### src/rtl/data_mem_arb_if.sv
// Requester, arbiter and memory-port signals shared by data_mem_arb and its users.
// slave = the arbiter's view, master = the requesters/memory view.
interface data_mem_arb_if #(
  parameter int ADDR_W = 32,
  parameter int DATA_W = 32
);
  logic              i_a_req;
  logic              i_b_req;
  logic              i_a_write;
  logic              i_b_write;
  logic              i_a_en32;
  logic              i_b_en32;
  logic [ADDR_W-1:0] i_a_address;
  logic [ADDR_W-1:0] i_b_address;
  logic [DATA_W-1:0] i_a_data_in;
  logic [DATA_W-1:0] i_b_data_in;
  logic              i_b_lock;
  logic              o_a_gnt;
  logic              o_b_gnt;
  logic              o_a_done;
  logic              o_b_done;
  logic [DATA_W-1:0] o_a_rdata;
  logic [DATA_W-1:0] o_b_rdata;
  logic              o_busy;
  logic              o_mem_read;
  logic              o_mem_write;
  logic              o_mem_en32;
  logic [ADDR_W-1:0] o_mem_address;
  logic [DATA_W-1:0] o_mem_data_in;
  logic [DATA_W-1:0] i_mem_data_out;

  modport slave (
    input  i_a_req, i_b_req, i_a_write, i_b_write, i_a_en32, i_b_en32,
    input  i_a_address, i_b_address, i_a_data_in, i_b_data_in, i_b_lock,
    input  i_mem_data_out,
    output o_a_gnt, o_b_gnt, o_a_done, o_b_done, o_a_rdata, o_b_rdata, o_busy,
    output o_mem_read, o_mem_write, o_mem_en32, o_mem_address, o_mem_data_in
  );

  modport master (
    output i_a_req, i_b_req, i_a_write, i_b_write, i_a_en32, i_b_en32,
    output i_a_address, i_b_address, i_a_data_in, i_b_data_in, i_b_lock,
    output i_mem_data_out,
    input  o_a_gnt, o_b_gnt, o_a_done, o_b_done, o_a_rdata, o_b_rdata, o_busy,
    input  o_mem_read, o_mem_write, o_mem_en32, o_mem_address, o_mem_data_in
  );
endinterface

### src/rtl/data_mem_arb.sv
// Two-requester round-robin arbiter for a single-port data memory with B-side lock.
// One access per two cycles: ISSUE drives the memory command, RESP collects load data.
module data_mem_arb #(
  parameter int ADDR_W = 32,
  parameter int DATA_W = 32
) (
  input logic           clk,
  input logic           rst,
  data_mem_arb_if.slave bus
);
  localparam int HALF_W = DATA_W / 2;

  typedef enum logic [1:0] {IDLE, ISSUE, RESP} state_t;

  state_t            state;
  state_t            state_nxt;
  logic              last_b;
  logic              sel_b;
  logic              take;
  logic              cur_b;
  logic              cur_load;
  logic              win_write;
  logic              win_en32;
  logic [ADDR_W-1:0] win_addr;
  logic [DATA_W-1:0] win_data;

  function automatic logic [DATA_W-1:0] load_fmt(input logic [DATA_W-1:0] d,
                                                 input logic en32);
    logic [DATA_W-1:0] r;
    r = d;
    if (!en32) r[DATA_W-1:HALF_W] = '0;
    return r;
  endfunction

  // A tie goes to whoever was not served last, unless B is locked onto the memory.
  always_comb begin
    sel_b = bus.i_b_req;
    if (bus.i_a_req && bus.i_b_req) sel_b = last_b ? bus.i_b_lock : 1'b1;
    win_write = sel_b ? bus.i_b_write   : bus.i_a_write;
    win_en32  = sel_b ? bus.i_b_en32    : bus.i_a_en32;
    win_addr  = sel_b ? bus.i_b_address : bus.i_a_address;
    win_data  = sel_b ? bus.i_b_data_in : bus.i_a_data_in;
  end

  always_comb begin
    state_nxt = state;
    case (state)
      IDLE:    if (bus.i_a_req || bus.i_b_req) state_nxt = ISSUE;
      ISSUE:   state_nxt = RESP;
      RESP:    state_nxt = (bus.i_a_req || bus.i_b_req) ? ISSUE : IDLE;
      default: state_nxt = IDLE;
    endcase
    take = (state_nxt == ISSUE);
  end

  always_ff @(posedge clk or posedge rst) begin
    if (rst) state <= IDLE;
    else     state <= state_nxt;
  end

  assign bus.o_busy = (state != IDLE);

  always_ff @(posedge clk or posedge rst) begin
    if (rst) begin
      last_b            <= 1'b1;
      cur_b             <= 1'b0;
      cur_load          <= 1'b0;
      bus.o_a_gnt       <= 1'b0;
      bus.o_b_gnt       <= 1'b0;
      bus.o_a_done      <= 1'b0;
      bus.o_b_done      <= 1'b0;
      bus.o_a_rdata     <= '0;
      bus.o_b_rdata     <= '0;
      bus.o_mem_read    <= 1'b0;
      bus.o_mem_write   <= 1'b0;
      bus.o_mem_en32    <= 1'b0;
      bus.o_mem_address <= '0;
      bus.o_mem_data_in <= '0;
    end else begin
      bus.o_a_gnt  <= take && !sel_b;
      bus.o_b_gnt  <= take && sel_b;
      bus.o_a_done <= (state == RESP) && !cur_b;
      bus.o_b_done <= (state == RESP) && cur_b;
      if (take) begin
        last_b            <= sel_b;
        cur_b             <= sel_b;
        cur_load          <= !win_write;
        bus.o_mem_read    <= !win_write;
        bus.o_mem_write   <= win_write;
        bus.o_mem_en32    <= win_en32;
        bus.o_mem_address <= win_addr;
        bus.o_mem_data_in <= win_data;
      end else begin
        bus.o_mem_read  <= 1'b0;
        bus.o_mem_write <= 1'b0;
      end
      // Address/en32 stay held through RESP, so o_mem_en32 still describes this load.
      if (state == RESP && cur_load) begin
        if (cur_b) bus.o_b_rdata <= load_fmt(bus.i_mem_data_out, bus.o_mem_en32);
        else       bus.o_a_rdata <= load_fmt(bus.i_mem_data_out, bus.o_mem_en32);
      end
    end
  end
endmodule

### src/flat_wrapper.sv
// flat-port wrapper written by rule: the top's interface ports become plain ports
module data_mem_arb_flat 
#(
  parameter int ADDR_W = 32,
  parameter int DATA_W = 32
)
  (clk, rst, bus_i_a_req, bus_i_b_req, bus_i_a_write, bus_i_b_write, bus_i_a_en32, bus_i_b_en32, bus_i_a_address, bus_i_b_address, bus_i_a_data_in, bus_i_b_data_in, bus_i_b_lock, bus_i_mem_data_out, bus_o_a_gnt, bus_o_b_gnt, bus_o_a_done, bus_o_b_done, bus_o_a_rdata, bus_o_b_rdata, bus_o_busy, bus_o_mem_read, bus_o_mem_write, bus_o_mem_en32, bus_o_mem_address, bus_o_mem_data_in);
  data_mem_arb_if #(.ADDR_W(ADDR_W), .DATA_W(DATA_W)) bus_i ();
  input logic clk;
  input logic rst;
  input wire logic [$bits(bus_i.i_a_req)-1:0] bus_i_a_req;
  input wire logic [$bits(bus_i.i_b_req)-1:0] bus_i_b_req;
  input wire logic [$bits(bus_i.i_a_write)-1:0] bus_i_a_write;
  input wire logic [$bits(bus_i.i_b_write)-1:0] bus_i_b_write;
  input wire logic [$bits(bus_i.i_a_en32)-1:0] bus_i_a_en32;
  input wire logic [$bits(bus_i.i_b_en32)-1:0] bus_i_b_en32;
  input wire logic [$bits(bus_i.i_a_address)-1:0] bus_i_a_address;
  input wire logic [$bits(bus_i.i_b_address)-1:0] bus_i_b_address;
  input wire logic [$bits(bus_i.i_a_data_in)-1:0] bus_i_a_data_in;
  input wire logic [$bits(bus_i.i_b_data_in)-1:0] bus_i_b_data_in;
  input wire logic [$bits(bus_i.i_b_lock)-1:0] bus_i_b_lock;
  input wire logic [$bits(bus_i.i_mem_data_out)-1:0] bus_i_mem_data_out;
  output wire logic [$bits(bus_i.o_a_gnt)-1:0] bus_o_a_gnt;
  output wire logic [$bits(bus_i.o_b_gnt)-1:0] bus_o_b_gnt;
  output wire logic [$bits(bus_i.o_a_done)-1:0] bus_o_a_done;
  output wire logic [$bits(bus_i.o_b_done)-1:0] bus_o_b_done;
  output wire logic [$bits(bus_i.o_a_rdata)-1:0] bus_o_a_rdata;
  output wire logic [$bits(bus_i.o_b_rdata)-1:0] bus_o_b_rdata;
  output wire logic [$bits(bus_i.o_busy)-1:0] bus_o_busy;
  output wire logic [$bits(bus_i.o_mem_read)-1:0] bus_o_mem_read;
  output wire logic [$bits(bus_i.o_mem_write)-1:0] bus_o_mem_write;
  output wire logic [$bits(bus_i.o_mem_en32)-1:0] bus_o_mem_en32;
  output wire logic [$bits(bus_i.o_mem_address)-1:0] bus_o_mem_address;
  output wire logic [$bits(bus_i.o_mem_data_in)-1:0] bus_o_mem_data_in;
  assign bus_i.i_a_req = bus_i_a_req;
  assign bus_i.i_b_req = bus_i_b_req;
  assign bus_i.i_a_write = bus_i_a_write;
  assign bus_i.i_b_write = bus_i_b_write;
  assign bus_i.i_a_en32 = bus_i_a_en32;
  assign bus_i.i_b_en32 = bus_i_b_en32;
  assign bus_i.i_a_address = bus_i_a_address;
  assign bus_i.i_b_address = bus_i_b_address;
  assign bus_i.i_a_data_in = bus_i_a_data_in;
  assign bus_i.i_b_data_in = bus_i_b_data_in;
  assign bus_i.i_b_lock = bus_i_b_lock;
  assign bus_i.i_mem_data_out = bus_i_mem_data_out;
  assign bus_o_a_gnt = bus_i.o_a_gnt;
  assign bus_o_b_gnt = bus_i.o_b_gnt;
  assign bus_o_a_done = bus_i.o_a_done;
  assign bus_o_b_done = bus_i.o_b_done;
  assign bus_o_a_rdata = bus_i.o_a_rdata;
  assign bus_o_b_rdata = bus_i.o_b_rdata;
  assign bus_o_busy = bus_i.o_busy;
  assign bus_o_mem_read = bus_i.o_mem_read;
  assign bus_o_mem_write = bus_i.o_mem_write;
  assign bus_o_mem_en32 = bus_i.o_mem_en32;
  assign bus_o_mem_address = bus_i.o_mem_address;
  assign bus_o_mem_data_in = bus_i.o_mem_data_in;
  data_mem_arb #(.ADDR_W(ADDR_W), .DATA_W(DATA_W)) u_core (.clk(clk), .rst(rst), .bus(bus_i));
endmodule
### config.mk
export PLATFORM = sky130hd
export DESIGN_NAME = data_mem_arb_flat
export DESIGN_NICKNAME = d
export VERILOG_FILES = /design/src/rtl/data_mem_arb_if.sv /design/src/rtl/data_mem_arb.sv /design/src/flat_wrapper.sv
export SDC_FILE = /design/constraint.sdc
export NUM_CORES = 1
export LEC_CHECK = 0
export CORE_ASPECT_RATIO = 1.25
export CORE_MARGIN = 5
export CORE_UTILIZATION = 24
export CTS_CLUSTER_DIAMETER = 50
export DETAILED_ROUTE_END_ITERATION = 8
export GPL_ROUTABILITY_DRIVEN = 0
export SYNTH_ARGS = -nofsm -noshare
export SYNTH_HDL_FRONTEND = slang
export SYNTH_SLANG_ARGS = --single-unit
### constraint.sdc
create_clock -name clk -period 6.4 [get_ports clk]
set_input_delay 1.28 -clock clk [delete_from_list [all_inputs] [get_ports clk]]
set_output_delay 1.28 -clock clk [all_outputs]
set_load 0.02 [all_outputs]
==> results.cfg <==
[setup_path]
worstSetupEndpointType = output pin
cp.arrival_ns = 1.97
critical_path_class = flop to output pin
slowest_delay_ns = 0.81
regToRegSetupSlack_ns = 4.46
r2r_start = u_core.last_b
r2r_cells = 4
crit_required_ns = 5.12
reg2reg_to = u_core.bus.o_mem_data_in[22]
path_delay_family = flip-flops
cp_num_buf_inv = 1
slowest_stage = dfrtp_1
cp_max_fo = 18
cp_cell_sequence = clkdlybuf4s50_1
worst_setup_path_start_kind = flop

[detailed_routing]
drc = 0
vias = 4616
firstDrtPassIters = 4
via_per_inst = 4.460
drt-initial-drc-count = 178
finalWirelength_um = 17800
ant_nets = 0
routedWlPerCell_um = 17.20

[place]
placedCellCount = 1003
numPortBuffers = 304
dp_hpwl_um = 12520
placed_cell_area_um2 = 8915

[finish]
final_cells = 1035
antenna_cells = 0
nNetsFinal = 903
fill_cells = 2215
syn_to_final_growth_pct = 69.47
multi_input_area_um2 = 1949
drive_gt1_frac = 0.1058
seqCellArea_um2 = 3505
final_area_um2 = 9517

[die]
dieArea_um2 = 26580
io_pins = 305
die_w_um = 146.8
rows = 62
start_util = 0.2437
die_y_um = 181.0
core_um2 = 23040

[power]
power.total_w = 0.003860
power_density_nw_per_um2 = 405.6
peakVddDrop_mv = 0.1643
p_leak_nw = 3.983

[synth]
yosysSeqAreaShare = 0.6241
netlist-cell-type-count = 28
yosys_warnings = 0
synthCells = 439
synth_fp_nets = 608
syn_area_per_cell_um2 = 12.79
yosys.area_share.simple = 0.1234
synth_mux_area_frac = 0.06417
synthesis.area_um2 = 5615
synth_fa_ha_area_frac = 0
synth_top_family_by_area = compound AO/OA/AOI/OAI gates
synthXorXnorAreaFrac = 0
synth-seq-cells = 140
synth_compound_area_frac = 0.1544

[global_routing]
use_met3 = 0.05238
antenna_found_initial = 0
busiest_layer = met2
gr-usage-met1 = 0.1561
grt_pass1_vias = 5008
gr-total-overflow = 0
grt_use_met2 = 0.2189
grt_max_degree = 107
track_usage = 0.1316
grt_pass1_wl_um = 27950

[sta]
finalCritPeriodShare = 0.5073
fmax_ghz = 0.3080
layout_min_cycle_time_ns = 3.247
hold_viol_final = 0
clock_skew_ns = 0.01288
tns_ns = 0
slew_headroom = 0.3469
setup_viol = 0
worst_slew_pin_slew_ns = 0.9797
maxSlewViolCount = 0
whs_ns = 0.4779
rsz0062_at_grt = false

[clocking]
postCtsSetupBuffers = 0
path_clk_slew_ns = 0.07
cts_hold_buf = 0
clockBufferDepth = 2
cts-root-buf = clkbuf_16
cts_resized = 0
clk-insertion-delay-late_ns = 0.42
cts_max_level = 4
cts_tree = built
cts.sinks = 140
cts_made_buffers = 17

[outcome]
outcome = finished, final reports clean

[hold_path]
hold_class = flop to flop
holdPathStages = 2
whs_endpoint = u_core.bus.o_a_rdata[19]
worstHoldStart = u_core.bus.o_a_rdata[19]

[run]
drv_cap = 0
metrics by stage:
step | worst slack, ns | utilization
after global routing | 3.047 | 0.4131
after CTS | 3.085 | 0.4131
final | 3.153 | 0.4131
after global placement | 3.162 | 0.3869
after detailed placement | 3.136 | 0.3869
after floorplan | 1.369 | -
placed cells by master, fill, tap and decap left out, drive strengths merged:
cell type	synthesis	layout
a21boi	1	1
a21o	2	2
a21oi	1	1
a221o	65	65
a31o	1	1
and2	65	65
and3	1	1
and3b	2	2
buf	16	6
bufinv	0	1
clkbuf	18	17
clkdlybuf4s50	0	304
clkinv	0	4
clkinvlp	0	1
dfrtp	139	139
dfstp	1	1
inv	2	11
mux2	32	32
nand2	49	49
nand3b	1	1
nand4b	1	1
nand4bb	1	1
nor2	1	1
nor2b	1	1
nor3b	1	1
o21a	1	1
o21ai	33	33
o21bai	1	1
or2	1	1
or2b	2	2
cell usage after synthesis:
master | count | area share
dfrtp_1 | 139 | 0.62
a221o_1 | 65 | 0.12
and2_1 | 65 | 0.072
nand2_1 | 49 | 0.033
o21ai_0 | 33 | 0.029
mux2_2 | 32 | 0.064
clkbuf_1 | 18 | 0.012
buf_2 | 8 | 0.0071
buf_4 | 4 | 0.0053
buf_6 | 4 | 0.0080
a21o_1 | 2 | 0.0027
and3b_1 | 2 | 0.0031
inv_1 | 2 | 0.0013
or2b_1 | 2 | 0.0027
a21boi_0 | 1 | 0.0013
a21oi_1 | 1 | 0.00089
a31o_2 | 1 | 0.0016
and3_1 | 1 | 0.0011
dfstp_2 | 1 | 0.0047
nand3b_4 | 1 | 0.0036
nand4b_1 | 1 | 0.0016
nand4bb_1 | 1 | 0.0020
nor2_1 | 1 | 0.00067
nor2b_1 | 1 | 0.0011
nor3b_1 | 1 | 0.0013
o21a_1 | 1 | 0.0013
o21bai_1 | 1 | 0.0013
or2_2 | 1 | 0.0011
power breakdown:
part,total (W),switching [W],internal (W)
Combinational,0.00151,0.000722,0.000791
Sequential,0.00134,0.000158,0.00118
Clock,0.00101,0.000446,0.000560
sequential cells by signal, indices dropped and copies added, names as in the netlist, 2 cells and up:
| signal | count |
|---|---|
| u_core.bus.o_mem_address | 32 |
| u_core.bus.o_b_rdata | 32 |
| u_core.bus.o_mem_data_in | 32 |
| u_core.state | 2 |
| u_core.bus.o_a_rdata | 32 |
area by class of cell:
| class | count | share of cell area |
|---|---|---|
| Tap cell | 288 | 0.03786 |
| Multi-Input combinational cell | 263 | 0.2048 |
| Clock inverter | 15 | 0.01854 |
| Sequential cell | 140 | 0.3683 |
| Clock buffer | 17 | 0.04470 |
| Inverter | 2 | 0.001315 |
| Timing Repair Buffer | 310 | 0.3245 |
kinds of logic (layout without fill, tap and decap cells):
group                  Yosys count  in the layout
AO/OA/AOI/OAI                  105            105
flip-flops                     140            140
buffers and inverters           36            344
AND/OR/NAND/NOR                126            126
multiplexers                    32             32
how the worst max path moves through the flow:
stage / start / endpoint / slack (ns) / cells past startpoint
2_1_floorplan: rst / u_core.bus.o_a_done / 1.37 / 1
3_3_place_gp: bus_i_a_req / u_core.bus.o_mem_data_in[18] / 3.16 / 5
3_5_place_dp: bus_i_b_req / u_core.bus.o_mem_data_in[2] / 3.14 / 4
4_1_cts: u_core.bus.o_mem_en32 / bus_o_mem_en32 / 3.09 / 1
5_1_grt: u_core.bus.o_mem_en32 / bus_o_mem_en32 / 3.05 / 1
6_report: u_core.bus.o_mem_en32 / bus_o_mem_en32 / 3.15 / 1
per-layer routing:
metal	vias up	share of wire
li1	2178	-
met1	2197	0.41
met2	222	0.48
met3	19	0.092
met4	0	0.018
met5	-	0
No activity file was read; power rests on OpenSTA's default activity.
==> edit: new RTL, same flow settings <==
`ADDR_W` is set to 32 in 3 places; all go to 36.
--- a/src/rtl/data_mem_arb_if.sv
+++ b/src/rtl/data_mem_arb_if.sv
@@ -2,5 +2,5 @@
 // slave = the arbiter's view, master = the requesters/memory view.
 interface data_mem_arb_if #(
-  parameter int ADDR_W = 32,
+  parameter int ADDR_W = 36,
   parameter int DATA_W = 32
 );
--- a/src/rtl/data_mem_arb.sv
+++ b/src/rtl/data_mem_arb.sv
@@ -2,5 +2,5 @@
 // One access per two cycles: ISSUE drives the memory command, RESP collects load data.
 module data_mem_arb #(
-  parameter int ADDR_W = 32,
+  parameter int ADDR_W = 36,
   parameter int DATA_W = 32
 ) (
--- a/src/flat_wrapper.sv
+++ b/src/flat_wrapper.sv
@@ -2,5 +2,5 @@
 module data_mem_arb_flat 
 #(
-  parameter int ADDR_W = 32,
+  parameter int ADDR_W = 36,
   parameter int DATA_W = 32
 )
Interface: changed (resized bus_i_a_address, bus_i_b_address and bus_o_mem_address); port bits go from 305 to 317. No check against the original RTL was run, so the function may have changed too.
==> edit against the unedited design <==
Cell area rose by 3.6%. Area after synthesis is 3.1% higher. Non-clock buffer count increased by 12. Maximum frequency is 0.35% higher. Total power increased by 3.1%. Sequential cell count is 4 higher. Worst setup slack better by 0.011 ns. Critical path depth did not move. Routed wire length increased by 6.6%. Critical endpoint unchanged. Highest routed layer unchanged.
==> edit: results (changes against the unedited design) <==
Run status
  – Outcome: complete, no violations (unchanged)

Drt
  – Number of vias per cell: 4.38 (was 4.46)
  – Total routed wirelength: 19.0 mm (was 17.8 mm)
  – Initial drt markers: 176 (was 178)
  – Vias post-DR: 4,800 (was 4,616)

Power and ir drop
  – Overall power: 3.98 mW (was 3.86 mW)
  – Switching share of total power: 0.330 (was 0.343)
  – Maximum vdd ir drop: 0.163 mV (was 0.164 mV)
  – Clock network power: 1.05 mW (was 1.01 mW)
  – Leakage power: 4.09 nW (was 3.98 nW)

Timing
  – Setup violators final: 0 (unchanged)
  – Slew Limit Headroom: 0.471 (was 0.347)
  – Setup Skew: 0.0132 ns (was 0.0129 ns)

Cells and area
  – Max FFs per register: 36
  – Layout cell share with drive strength beyond 1: 0.101 (was 0.106)
  – Nets: 935 (was 903)

Place
  – Placed cell count: 1,064 (was 1,003)
  – Post-placement cell area: 9230 µm² (was 8910 µm²)
  – # port buffers: 316 (was 304)
  – Post-place setup slack: 3.05 ns (was 3.14 ns)
  – Dpl hpwl: 13.6 mm (was 12.5 mm)

Synth
  – Top cells by count, synth: dfrtp_1 (143), a221o_1 (69), and2_1 (69) (was dfrtp_1 (139), a221o_1 (65), and2_1 (65))
  – Sequential element share of the synthesized area: 0.623 (was 0.624)
  – Area contributors post-synth: dfrtp_1 (62%), a221o_1 (12%), and2_1 (7.5%), mux2_2 (6.2%), nand2_1 (3.2%) (was dfrtp_1 (62%), a221o_1 (12%), and2_1 (7.2%), mux2_2 (6.4%), nand2_1 (3.3%))
  – Post-Syn Area per Cell: 12.8 µm² (about the same)
  – Cell variety after synth: 27 (was 28)

Global routing
  – First-pass GRT wire length: 29.4 mm (was 27.9 mm)
  – Number of global-route vias before repair: 5,237 (was 5,008)
  – Largest net degree at the start of global routing: 88 (was 107)
## edit: changes by cell type after synthesis
cell / unedited run / this run
a21oi_1: 1 / 0
dfrtp_1: 139 / 143
or2b_1: 2 / 0
buf_6: 4 / 8
nand2b_1: 0 / 2
nand3b_4: 1 / 0
a21oi_2: 0 / 1
a221o_1: 65 / 69
buf_2: 8 / 10
nand3b_1: 0 / 1
and2_1: 65 / 69
clkbuf_1: 18 / 17
buf_4: 4 / 0
## edit: path summary, 6_finish.rpt
check	startpoint	to	slack, ns	cells after the start
min in group asynchronous	rst	u_core.bus.o_b_rdata[2]	1.38	2
hold reg to reg	u_core.bus.o_a_rdata[28]	u_core.bus.o_a_rdata[28]	0.48	2
setup / recovery	u_core.bus.o_mem_en32	bus_o_mem_en32	3.16	1
max in group asynchronous	rst	u_core.bus.o_mem_data_in[11]	3.66	3
setup reg to reg	u_core.last_b	u_core.bus.o_mem_data_in[17]	4.42	4
hold / removal	u_core.bus.o_a_rdata[28]	u_core.bus.o_a_rdata[28]	0.48	2
## edit: kinds of logic after synthesis
family | synth area share
and+or+nand+nor | 0.121
muxes | 0.0622
DFF | 0.623
AOI/OAI and AO/OA | 0.157
buffers and inverters | 0.0365
## edit: routing by layer
layer	up-vias	GRT usage	wire length, µm
met5	-	0	0
met4	0	0.0407	214
met3	14	0.0562	1890
met2	225	0.235	9370
met1	2311	0.157	7490
li1	2250	-	-
## edit: final cells by class
| class | count | area, µm² | area share |
|---|---|---|---|
| flip-flops and latches | 144 | 3600 | 0.366 |
| clock inverters | 13 | 174 | 0.0176 |
| well taps | 325 | 407 | 0.0412 |
| inverters | 2 | 12.5 | 0.00127 |
| repair buffers | 322 | 3210 | 0.325 |
| clock buffers | 19 | 453 | 0.0459 |
| multi-input cells | 271 | 2000 | 0.203 |
